File: config.mk
export PLATFORM = sky130hd
export DESIGN_NAME = temp_sample_ctrl
export DESIGN_NICKNAME = d
export VERILOG_FILES = /design/src/rtl/temp_sample_ctrl_pkg.sv /design/src/rtl/temp_sample_ctrl_bcd_signed_diff.sv /design/src/rtl/temp_sample_ctrl.sv
export SDC_FILE = /design/constraint.sdc
export NUM_CORES = 1
export LEC_CHECK = 0
export CORE_UTILIZATION = 50
export DETAILED_ROUTE_END_ITERATION = 8
export MAX_ROUTING_LAYER = met4
export PLACE_DENSITY_LB_ADDON = 0.2
export SLEW_MARGIN = 15
export SYNTH_ARGS = -nofsm -noshare
export SYNTH_HDL_FRONTEND = slang
export SYNTH_SLANG_ARGS = --single-unit
File: constraint.sdc
create_clock -name clk -period 14.5 [get_ports clk]
set_input_delay 4.35 -clock clk [delete_from_list [all_inputs] [get_ports clk]]
set_output_delay 4.35 -clock clk [all_outputs]
set_load 0.1 [all_outputs]
File: src/rtl/temp_sample_ctrl_pkg.sv
// Shared types and helpers for the temperature sample sequencer.
package temp_sample_ctrl_pkg;

   typedef enum logic [2:0] {
      ST_WAIT_TICK = 3'd0,
      ST_REQ       = 3'd1,
      ST_CAPTURE   = 3'd2,
      ST_DELTA     = 3'd3,
      ST_PUBLISH   = 3'd4
   } state_t;

   typedef struct packed {
      logic       sign;
      logic [3:0] huns;
      logic [3:0] tens;
      logic [3:0] ones;
   } bcd_t;

   localparam logic [3:0] BCD_DIGIT_MAX = 4'd9;

   function automatic logic [9:0] bcd3_to_bin(input logic [3:0] huns, input logic [3:0] tens,
                                              input logic [3:0] ones);
      return 10'(huns) * 10'd100 + 10'(tens) * 10'd10 + 10'(ones);
   endfunction

   function automatic logic bcd_has_bad_digit(input bcd_t v);
      return (v.huns > BCD_DIGIT_MAX) || (v.tens > BCD_DIGIT_MAX) || (v.ones > BCD_DIGIT_MAX);
   endfunction

endpackage

File: src/rtl/temp_sample_ctrl_bcd_signed_diff.sv
// Combinational signed BCD subtract a - b, magnitude saturated to 999.
module bcd_signed_diff
   import temp_sample_ctrl_pkg::*;
(
   input  logic       a_sign,
   input  logic [3:0] a_huns,
   input  logic [3:0] a_tens,
   input  logic [3:0] a_ones,
   input  logic       b_sign,
   input  logic [3:0] b_huns,
   input  logic [3:0] b_tens,
   input  logic [3:0] b_ones,
   output logic       diff_sign,
   output logic [3:0] diff_huns,
   output logic [3:0] diff_tens,
   output logic [3:0] diff_ones
);

   logic signed [11:0] a_val;
   logic signed [11:0] b_val;
   logic signed [11:0] diff;
   logic        [11:0] diff_abs;
   logic        [9:0]  mag;

   // -0 converts to 0 here, so it never produces a negative delta
   always_comb begin
      a_val = $signed({2'b00, bcd3_to_bin(a_huns, a_tens, a_ones)});
      if (a_sign) a_val = -a_val;
      b_val = $signed({2'b00, bcd3_to_bin(b_huns, b_tens, b_ones)});
      if (b_sign) b_val = -b_val;
      diff      = a_val - b_val;
      diff_abs  = diff[11] ? $unsigned(-diff) : $unsigned(diff);
      mag       = (diff_abs > 12'd999) ? 10'd999 : diff_abs[9:0];
      diff_sign = diff[11];
      diff_huns = 4'(mag / 10'd100);
      diff_tens = 4'((mag / 10'd10) % 10'd10);
      diff_ones = 4'(mag % 10'd10);
   end

endmodule

File: src/rtl/temp_sample_ctrl.sv
// Periodic sensor sampler: request, capture, signed BCD delta, publish to the monitor.
//   state        | meaning
//   ST_WAIT_TICK | idle, counting towards the next sample tick while run=1
//   ST_REQ       | sample_req high, waiting for sample_ack or timeout
//   ST_CAPTURE   | validate latched BCD digits
//   ST_DELTA     | register delta against previous reading
//   ST_PUBLISH   | update outputs, prev and start mon_en hold
module temp_sample_ctrl
   import temp_sample_ctrl_pkg::*;
#(
   parameter int unsigned TICK_DIV    = 50_000_000,
   parameter int unsigned ACK_TIMEOUT = 255,
   parameter int unsigned EN_HOLD     = 16
) (
   input  logic       clk,
   input  logic       rst_n,
   input  logic       run,
   input  logic       clear_err,
   input  logic       sample_ack,
   input  logic [3:0] sensor_ones,
   input  logic [3:0] sensor_tens,
   input  logic [3:0] sensor_huns,
   input  logic       sensor_sign,
   output logic       sample_req,
   output logic [3:0] temp_value_ones,
   output logic [3:0] temp_value_tens,
   output logic [3:0] temp_value_huns,
   output logic       temp_value_sign,
   output logic [3:0] temp_delta_ones,
   output logic [3:0] temp_delta_tens,
   output logic [3:0] temp_delta_huns,
   output logic       temp_delta_sign,
   output logic       mon_en,
   output logic       busy,
   output logic       timeout_err,
   output logic       bad_data_err
);

   localparam int TW = $clog2(TICK_DIV);
   localparam int WW = $clog2(ACK_TIMEOUT + 1);
   localparam int HW = (EN_HOLD > 1) ? $clog2(EN_HOLD) : 1;
   localparam logic [TW-1:0] TICK_LAST = TW'(TICK_DIV - 1);
   localparam logic [WW-1:0] WAIT_LAST = WW'(ACK_TIMEOUT - 1);
   localparam logic [HW-1:0] HOLD_INIT = HW'(EN_HOLD - 1);

   state_t        state, state_next;
   logic [TW-1:0] tick_cnt;
   logic [WW-1:0] wait_cnt;
   logic [HW-1:0] hold_cnt;
   bcd_t          new_r, prev_r, delta_r, diff_bcd, value_o, delta_o;
   logic          have_prev;
   logic          tick_hit, ack_take, timeout_hit, bad_digit;

   bcd_signed_diff u_diff (
      .a_sign    (new_r.sign),
      .a_huns    (new_r.huns),
      .a_tens    (new_r.tens),
      .a_ones    (new_r.ones),
      .b_sign    (prev_r.sign),
      .b_huns    (prev_r.huns),
      .b_tens    (prev_r.tens),
      .b_ones    (prev_r.ones),
      .diff_sign (diff_bcd.sign),
      .diff_huns (diff_bcd.huns),
      .diff_tens (diff_bcd.tens),
      .diff_ones (diff_bcd.ones)
   );

   always_ff @(posedge clk) begin
      if (!rst_n) state <= ST_WAIT_TICK;
      else        state <= state_next;
   end

   always_comb begin
      state_next  = state;
      tick_hit    = 1'b0;
      ack_take    = 1'b0;
      timeout_hit = 1'b0;
      bad_digit   = 1'b0;
      case (state)
         ST_WAIT_TICK: begin
            if (run && tick_cnt == TICK_LAST) begin
               tick_hit   = 1'b1;
               state_next = ST_REQ;
            end
         end
         ST_REQ: begin
            if (sample_ack) begin
               ack_take   = 1'b1;
               state_next = ST_CAPTURE;
            end else if (wait_cnt == WAIT_LAST) begin
               timeout_hit = 1'b1;
               state_next  = ST_WAIT_TICK;
            end
         end
         ST_CAPTURE: begin
            bad_digit  = bcd_has_bad_digit(new_r);
            state_next = bad_digit ? ST_WAIT_TICK : ST_DELTA;
         end
         ST_DELTA:   state_next = ST_PUBLISH;
         ST_PUBLISH: state_next = ST_WAIT_TICK;
         default:    state_next = ST_WAIT_TICK;
      endcase
   end

   always_ff @(posedge clk) begin
      if (!rst_n) begin
         tick_cnt     <= '0;
         wait_cnt     <= '0;
         hold_cnt     <= '0;
         sample_req   <= 1'b0;
         new_r        <= '0;
         prev_r       <= '0;
         delta_r      <= '0;
         value_o      <= '0;
         delta_o      <= '0;
         have_prev    <= 1'b0;
         mon_en       <= 1'b0;
         timeout_err  <= 1'b0;
         bad_data_err <= 1'b0;
      end else begin
         if (state == ST_WAIT_TICK && run && !tick_hit) tick_cnt <= tick_cnt + TW'(1);
         else                                            tick_cnt <= '0;

         if (state == ST_REQ) wait_cnt <= wait_cnt + WW'(1);
         else                 wait_cnt <= '0;

         if (tick_hit)                       sample_req <= 1'b1;
         else if (ack_take || timeout_hit)   sample_req <= 1'b0;

         if (ack_take) new_r <= '{sign: sensor_sign, huns: sensor_huns,
                                  tens: sensor_tens, ones: sensor_ones};

         if (state == ST_DELTA) delta_r <= have_prev ? diff_bcd : '0;

         // a new tick always restarts mon_en so each publish gives a fresh rising edge
         if (state == ST_PUBLISH) begin
            value_o   <= new_r;
            delta_o   <= delta_r;
            prev_r    <= new_r;
            have_prev <= 1'b1;
            mon_en    <= 1'b1;
            hold_cnt  <= HOLD_INIT;
         end else if (tick_hit) begin
            mon_en   <= 1'b0;
            hold_cnt <= '0;
         end else if (mon_en) begin
            if (hold_cnt == '0) mon_en   <= 1'b0;
            else                hold_cnt <= hold_cnt - HW'(1);
         end

         if (clear_err) begin
            timeout_err  <= 1'b0;
            bad_data_err <= 1'b0;
         end
         if (timeout_hit) timeout_err  <= 1'b1;
         if (bad_digit)   bad_data_err <= 1'b1;
      end
   end

   assign busy            = (state != ST_WAIT_TICK);
   assign temp_value_ones = value_o.ones;
   assign temp_value_tens = value_o.tens;
   assign temp_value_huns = value_o.huns;
   assign temp_value_sign = value_o.sign;
   assign temp_delta_ones = delta_o.ones;
   assign temp_delta_tens = delta_o.tens;
   assign temp_delta_huns = delta_o.huns;
   assign temp_delta_sign = delta_o.sign;

endmodule

==> results of run 1 <==
[flip-flops by register name, summed over array words and instances (netlist names)]
| signal | flops |
|---|---|
| state | 3 |
| temp_delta_ones | 4 |
| mon_en | 1 |
| temp_value_tens | 4 |
| hold_cnt | 4 |
| timeout_err | 1 |
| temp_delta_tens | 4 |
| delta_r | 13 |
| temp_value_ones | 4 |
| have_prev | 1 |
| bad_data_err | 1 |
| temp_delta_sign | 1 |
| temp_value_sign | 1 |
| temp_value_huns | 4 |
| tick_cnt | 26 |
| new_r | 13 |
| sample_req | 1 |
| wait_cnt | 8 |
| temp_delta_huns | 4 |
[worst register-to-register path, delay by kind of cell, from the launching register on]
family	cells	cell delay, ns
fa+ha+maj	9	2.55
buf+inv	3	0.29
xor+xnor	1	0.16
compound gates	19	4.82
flops	1	0.41
simple gates	13	2.88
mux	3	1.03
[metal layers]
layer / part of all wire, % / wire (um) / global-route usage [%] / vias to the layer above
li1: - / - / - / 4234
met1: 49 / 10900 / 35.1 / 3894
met2: 45 / 9960 / 38.6 / 256
met3: 5.2 / 1170 / 2.59 / 30
met4: 1.3 / 295 / 7.53 / 0
met5: 0 / 0 / - / -
[per-stage QoR]
stage	instances	power, W	hold slack (ns)
final	1411	0.000527	0.459
after global routing	1411	0.000545	0.481
after CTS	1411	0.000533	0.459
after detailed placement	1395	0.000286	0.450
after global placement	1395	0.000286	0.445
after floorplan	1163	0.000280	0.430
[layout make-up]
class | count | area, um2 | area share, %
Multi-Input combinational cell | 964 | 6700 | 67.2
Sequential cell | 98 | 1960 | 19.7
Timing Repair Buffer | 50 | 490 | 4.92
Tap cell | 225 | 282 | 2.83
Clock buffer | 9 | 225 | 2.26
Inverter | 58 | 218 | 2.19
Clock inverter | 7 | 87.6 | 0.879
[final timing paths]
path         cells past startpoint    endpoint
max reg2reg                     48  delta_r[7]
max                             48  delta_r[7]
min reg2reg                      2  delta_r[8]
min                              2  delta_r[8]
[kinds of logic after synthesis]
family / synth area share, %
AO/OA/AOI/OAI: 26.3
XOR/XNOR: 7.63
adder cells (fa/ha/maj): 13.0
buffers and inverters: 4.53
flip-flops: 21.6
multiplexers: 1.57
AND/OR/NAND/NOR: 25.3
[cell usage in the layout, fill, tap and decap left out, types with 12 or more instances in the layout]
cell	Yosys	final
nor3_1	22	22
clkdlybuf4s50_1	0	47
o21a_1	15	15
o211ai_1	12	12
nor4_1	13	13
nor2b_1	24	24
o21ai_0	39	39
nor2_1	103	103
a21oi_1	52	52
and3_1	12	12
ha_1	75	75
dfxtp_1	98	98
a31oi_1	13	13
xnor2_1	47	47
inv_1	58	58
nand3_1	38	38
o21ai_1	13	13
xor2_1	32	32
a211oi_1	13	13
nand2_1	156	156
nand4_1	14	14
a21boi_0	44	44
and2_1	23	23
a21o_1	12	12
[report_power, final]
group | switching, W | internal [W] | leakage [nW]
Clock | 0.000110 | 0.000137 | 0.151
Sequential | 0.000000242 | 0.000269 | 0.789
Combinational | 0.00000458 | 0.00000605 | 3.02
[cells in the mapped netlist, types with 4 or more instances]
cell type	n
a22oi_1	10
o21ai_1	13
nor2b_1	24
a21boi_0	44
o211ai_1	12
o211a_1	5
nand2_1	156
or3_1	9
buf_2	6
nand3b_1	4
ha_1	75
or2_2	5
o22ai_1	5
xor2_1	32
o31a_1	4
and3_1	12
dfxtp_1	98
nand4_1	14
o21a_1	15
mux2i_1	8
a211oi_2	5
o21ai_0	39
nand3_1	38
clkbuf_1	32
nor4_1	13
xnor2_1	47
and2_1	23
a21o_1	12
fa_1	11
o221ai_1	6
nand2b_1	11
nor2_1	103
nor3_1	22
inv_1	58
o31ai_1	8
a21oi_1	52
and4_1	4
a211oi_1	13
a31oi_1	13
==> impl_metrics.py, run 1 <==
metrics = {
    "status": {
        "run_status": "complete, no violations",
    },
    "sta": {
        "period_needed_ns": 12.19,
        "fin_skew_ns": 0.00678,
        "fin_crit_sh_pct": 84.1,
        "max_freq_ghz": 0.0820,
        "slew_headroom_pct": 27.4,
        "rsz0062_at_grt": "false",
        "fin_tns_setup_ns": 0,
        "setup_violations": 0,
        "hold_viol_final": 0,
        "tightestPinTransition_ns": 1.09,
        "timing.final.ws_setup_ns": 2.31,
        "finalMaxSlewViolations": 0,
    },
    "synth": {
        "netlist_instances": 1163,
        "synth.area.top_cells": "dfxtp_1 22%, ha_1 10%, nand2_1 6.5%",
        "avgSynthCellArea_um2": 7.80,
        "ys_dominant_reg_cell": "dfxtp_1",
        "syn-cell-area_mm2": 0.00907,
        "synth.distinct_cells": 104,
        "ys_seq_area_share_pct": 21.6,
        "synthDominantCellAreaShare_pct": 21.6,
        "yosysTopAreaCell": "dfxtp_1",
        "ys_ff_latch": 98,
        "synth-edff-count": 0,
        "syn-num-nets": 1267,
        "ys_warn_count": 0,
        "async_flop_share_pct": 0,
    },
    "critical_path": {
        "r2r_start": "temp_value_tens[3]",
        "worstPathMaxFanout": 14,
        "r2r_setup_slack_ns": 2.31,
        "path_class": "reg2reg",
        "crit_buf_inv": 3,
        "cp_data_arrival_time_ns": 12.48,
        "crit_path_start": "temp_value_tens[3]",
        "slowest_stage": "o21ai_1",
        "max_stage_delay_ns": 0.71,
        "setup.worst_path.end_class": "flop",
        "start_kind": "flop",
        "crit_path_frequent_cell": "ha_1",
        "worstPathRequired_ns": 14.78,
        "cpLargestDelayFamily": "compound AO/OA/AOI/OAI gates",
    },
    "routing": {
        "drtAntennaViolNets": 0,
        "detail_route.wl_per_cell_um": 15.8,
        "drc": 0,
        "drt_iter0_drc": 738,
        "viasPerCell": 5.96,
        "wirelength_um": 22300,
        "first_pass_iters": 5,
        "vias": 8414,
    },
    "clocking": {
        "cts_resized": 0,
        "clk_pin_slew_ns": 0.07,
        "cts_sinks": 98,
        "htree_levels": 3,
        "clockRootBuffer": "clkbuf_16",
        "cts_buffers": 9,
        "cts_tree": "done",
        "postCtsHoldBufs": 0,
        "clk_latency_ns": 0.34,
        "cts_buffer_depth": 2,
        "post_cts_buffers": 0,
    },
    "grt": {
        "grt_pass1_wl_um": 37200,
        "grt_start_max_net_pins": 67,
        "grt_pass1_vias": 7684,
        "grtUsageTotal_pct": 25.3,
        "gr-total-overflow": 0,
        "antenna_found_initial": 0,
    },
    "floorplanning": {
        "start_util_pct": 51.9,
        "rows": 48,
        "coreArea_mm2": 0.0175,
        "die_h_um": 137,
        "die_w_um": 137,
        "ioPinCount": 49,
        "die_area_mm2": 0.0187,
    },
    "final_layout": {
        "antenna_cells": 0,
        "final_nets": 1285,
        "drive_gt1_share_pct": 6.24,
        "final_util_pct": 57.0,
        "syn_to_final_growth_pct": 9.84,
        "fillers": 1612,
        "stdcell_area_mm2": 0.00996,
    },
    "place": {
        "dpl.hpwl_um": 17100,
        "pre_cts_ws_ns": 2.59,
        "io_buffers": 48,
        "routabilityCongestion": 0.929,
        "place_area_mm2": 0.00965,
    },
    "min_path": {
        "min_from": "delta_r[8]",
        "holdCritPathClass": "reg2reg",
    },
    "pwr": {
        "power-per-cell-area_mw_per_mm2": 52.9,
        "cellLeakagePower_nw": 3.96,
        "vdd_drop_max_mv": 0.0635,
    },
    "flow_run": {
        "drv_cap": 0,
    },
}
Note: power is estimated with default switching activity, not from simulation.
==> inputs of run 2 (changes only) <==
==> constraint.sdc (replaced) <==
create_clock -name clk -period 12.3 [get_ports clk]
set_input_delay 3.69 -clock clk [delete_from_list [all_inputs] [get_ports clk]]
set_output_delay 3.69 -clock clk [all_outputs]
set_load 0.1 [all_outputs]
==> impl_metrics.py, run 2 (same netlist as run 1, synthesis figures left out) <==
metrics = {
    "clocking": {
        "clockRootBuffer": "clkbuf_16",
        "cts_sinks": 98,
        "clk_latency_ns": 0.35,
        "clk_pin_slew_ns": 0.07,
        "htree_levels": 3,
        "cts_buffers": 9,
        "cts_buffer_depth": 2,
        "cts_tree": "done",
    },
    "routing": {
        "viasPerCell": 5.87,
        "drtAntennaViolNets": 0,
        "drc": 0,
        "wirelength_um": 21800,
        "detail_route.wl_per_cell_um": 15.4,
        "drt_iter0_drc": 530,
        "first_pass_iters": 5,
        "vias": 8307,
    },
    "grt": {
        "antenna_found_initial": 0,
        "grt_pass1_vias": 7448,
        "grt_pass1_wl_um": 35900,
        "gr-total-overflow": 0,
        "grt_start_max_net_pins": 67,
        "grtUsageTotal_pct": 24.4,
    },
    "critical_path": {
        "slowest_stage": "or4_4",
        "path_class": "reg2reg",
        "reg2reg_depth": 49,
        "start_kind": "flop",
        "crit_path_frequent_cell": "ha_1",
        "worstPathMaxFanout": 15,
        "max_stage_delay_ns": 0.59,
        "cp_data_arrival_time_ns": 11.97,
        "setup.worst_path.end_class": "flop",
        "r2r_setup_slack_ns": 0.63,
        "worstPathRequired_ns": 12.59,
    },
    "sta": {
        "slew_headroom_pct": 25.5,
        "fin_skew_ns": 0.00848,
        "max_freq_ghz": 0.0857,
        "period_needed_ns": 11.67,
        "hold_viol_final": 0,
        "fin_crit_sh_pct": 94.9,
        "fin_hold_ws_ns": 0.458,
        "setup_violations": 0,
        "tightestPinTransition_ns": 1.11,
        "finalMaxSlewViolations": 0,
    },
    "place": {
        "dpl.hpwl_um": 16600,
        "place_area_mm2": 0.00967,
        "routabilityCongestion": 0.889,
        "io_buffers": 48,
    },
    "pwr": {
        "vdd_drop_max_mv": 0.0742,
        "cellLeakagePower_nw": 3.98,
        "power-per-cell-area_mw_per_mm2": 59.6,
    },
    "final_layout": {
        "final_util_pct": 57.4,
        "drive_gt1_share_pct": 7.31,
        "stdcell_area_mm2": 0.0100,
        "antenna_cells": 0,
        "final_nets": 1289,
        "largest_register_ffs": 26,
        "syn_to_final_growth_pct": 10.7,
        "final_common_cell": "nand2_1",
        "reg.largest.list": "tick_cnt x26, delta_r x13, new_r x13",
        "final_cell_mix": "155 x nand2_1, 103 x nor2_1, 98 x dfxtp_1, 75 x ha_1, 58 x inv_1",
        "regMostFlops": "tick_cnt",
    },
    "floorplanning": {
        "start_util_pct": 51.9,
        "die_w_um": 137,
        "coreArea_mm2": 0.0175,
        "ioPinCount": 49,
        "rows": 48,
        "die_area_mm2": 0.0187,
        "die_h_um": 137,
    },
    "status": {
        "run_status": "complete, no violations",
    },
    "flow_run": {
        "drv_cap": 0,
    },
    "min_path": {
        "worstHoldPathCells": 2,
        "holdCritPathClass": "reg2reg",
    },
}
## run 2: path summary, 6_finish.rpt
path	startpoint	to
worst min-delay path	delta_r[8]	delta_r[8]
worst min register to register	delta_r[8]	delta_r[8]
worst max register to register	temp_value_tens[3]	delta_r[7]
worst max-delay path	temp_value_tens[3]	delta_r[7]
## run 2: area by class of cell
class                           count  area, um2
Fill cell                        1632       7440
Multi-Input combinational cell    964       6770
Sequential cell                    98       1960
Timing Repair Buffer               54        520
Tap cell                          225        282
Clock buffer                       10        239
Inverter                           58        218
Clock inverter                      6       46.3
## run 2: what timing repair did
action	4_1_cts	5_1_grt
endpoints found under the hold margin	0	0
hold buffers	0	0
gates resized for setup	0	12
buffers inserted	0	1
endpoints found under the setup margin	0	3
## run 2: critical path, delay by kind of cell, from the launching register on
family / cells / cell delay (ns)
simple gates: 17 / 4.01
compound gates: 15 / 3.12
fa+ha+maj: 9 / 2.53
mux: 3 / 0.84
flops: 1 / 0.41
xor+xnor: 2 / 0.36
buf+inv: 3 / 0.30
## run 2: layer usage
metal	vias to the layer above	global-route usage [%]	wire (um)
li1	4243	-	-
met1	3819	33.7	10700
met5	-	-	0
met4	0	6.54	302
met2	218	37.9	9800
met3	27	2.44	961
## run 2: power by group
group          total [W]  internal (W)  switching [W]
clock network   0.000268      0.000145       0.000123
registers       0.000318      0.000317    0.000000270
logic          0.0000127    0.00000715     0.00000549
total           0.000598      0.000469       0.000129
## run 2: metrics by stage
stage	TNS (ns)	total power, W	std cells	setup slack [ns]
after floorplan	0	0.000331	1163	0.725
after global placement	0	0.000338	1398	0.962
after detailed placement	0	0.000338	1398	0.708
after CTS	0	0.000606	1414	0.627
after global routing	-0.0000862	0.000619	1415	-0.0000862
final	0	0.000598	1415	0.626
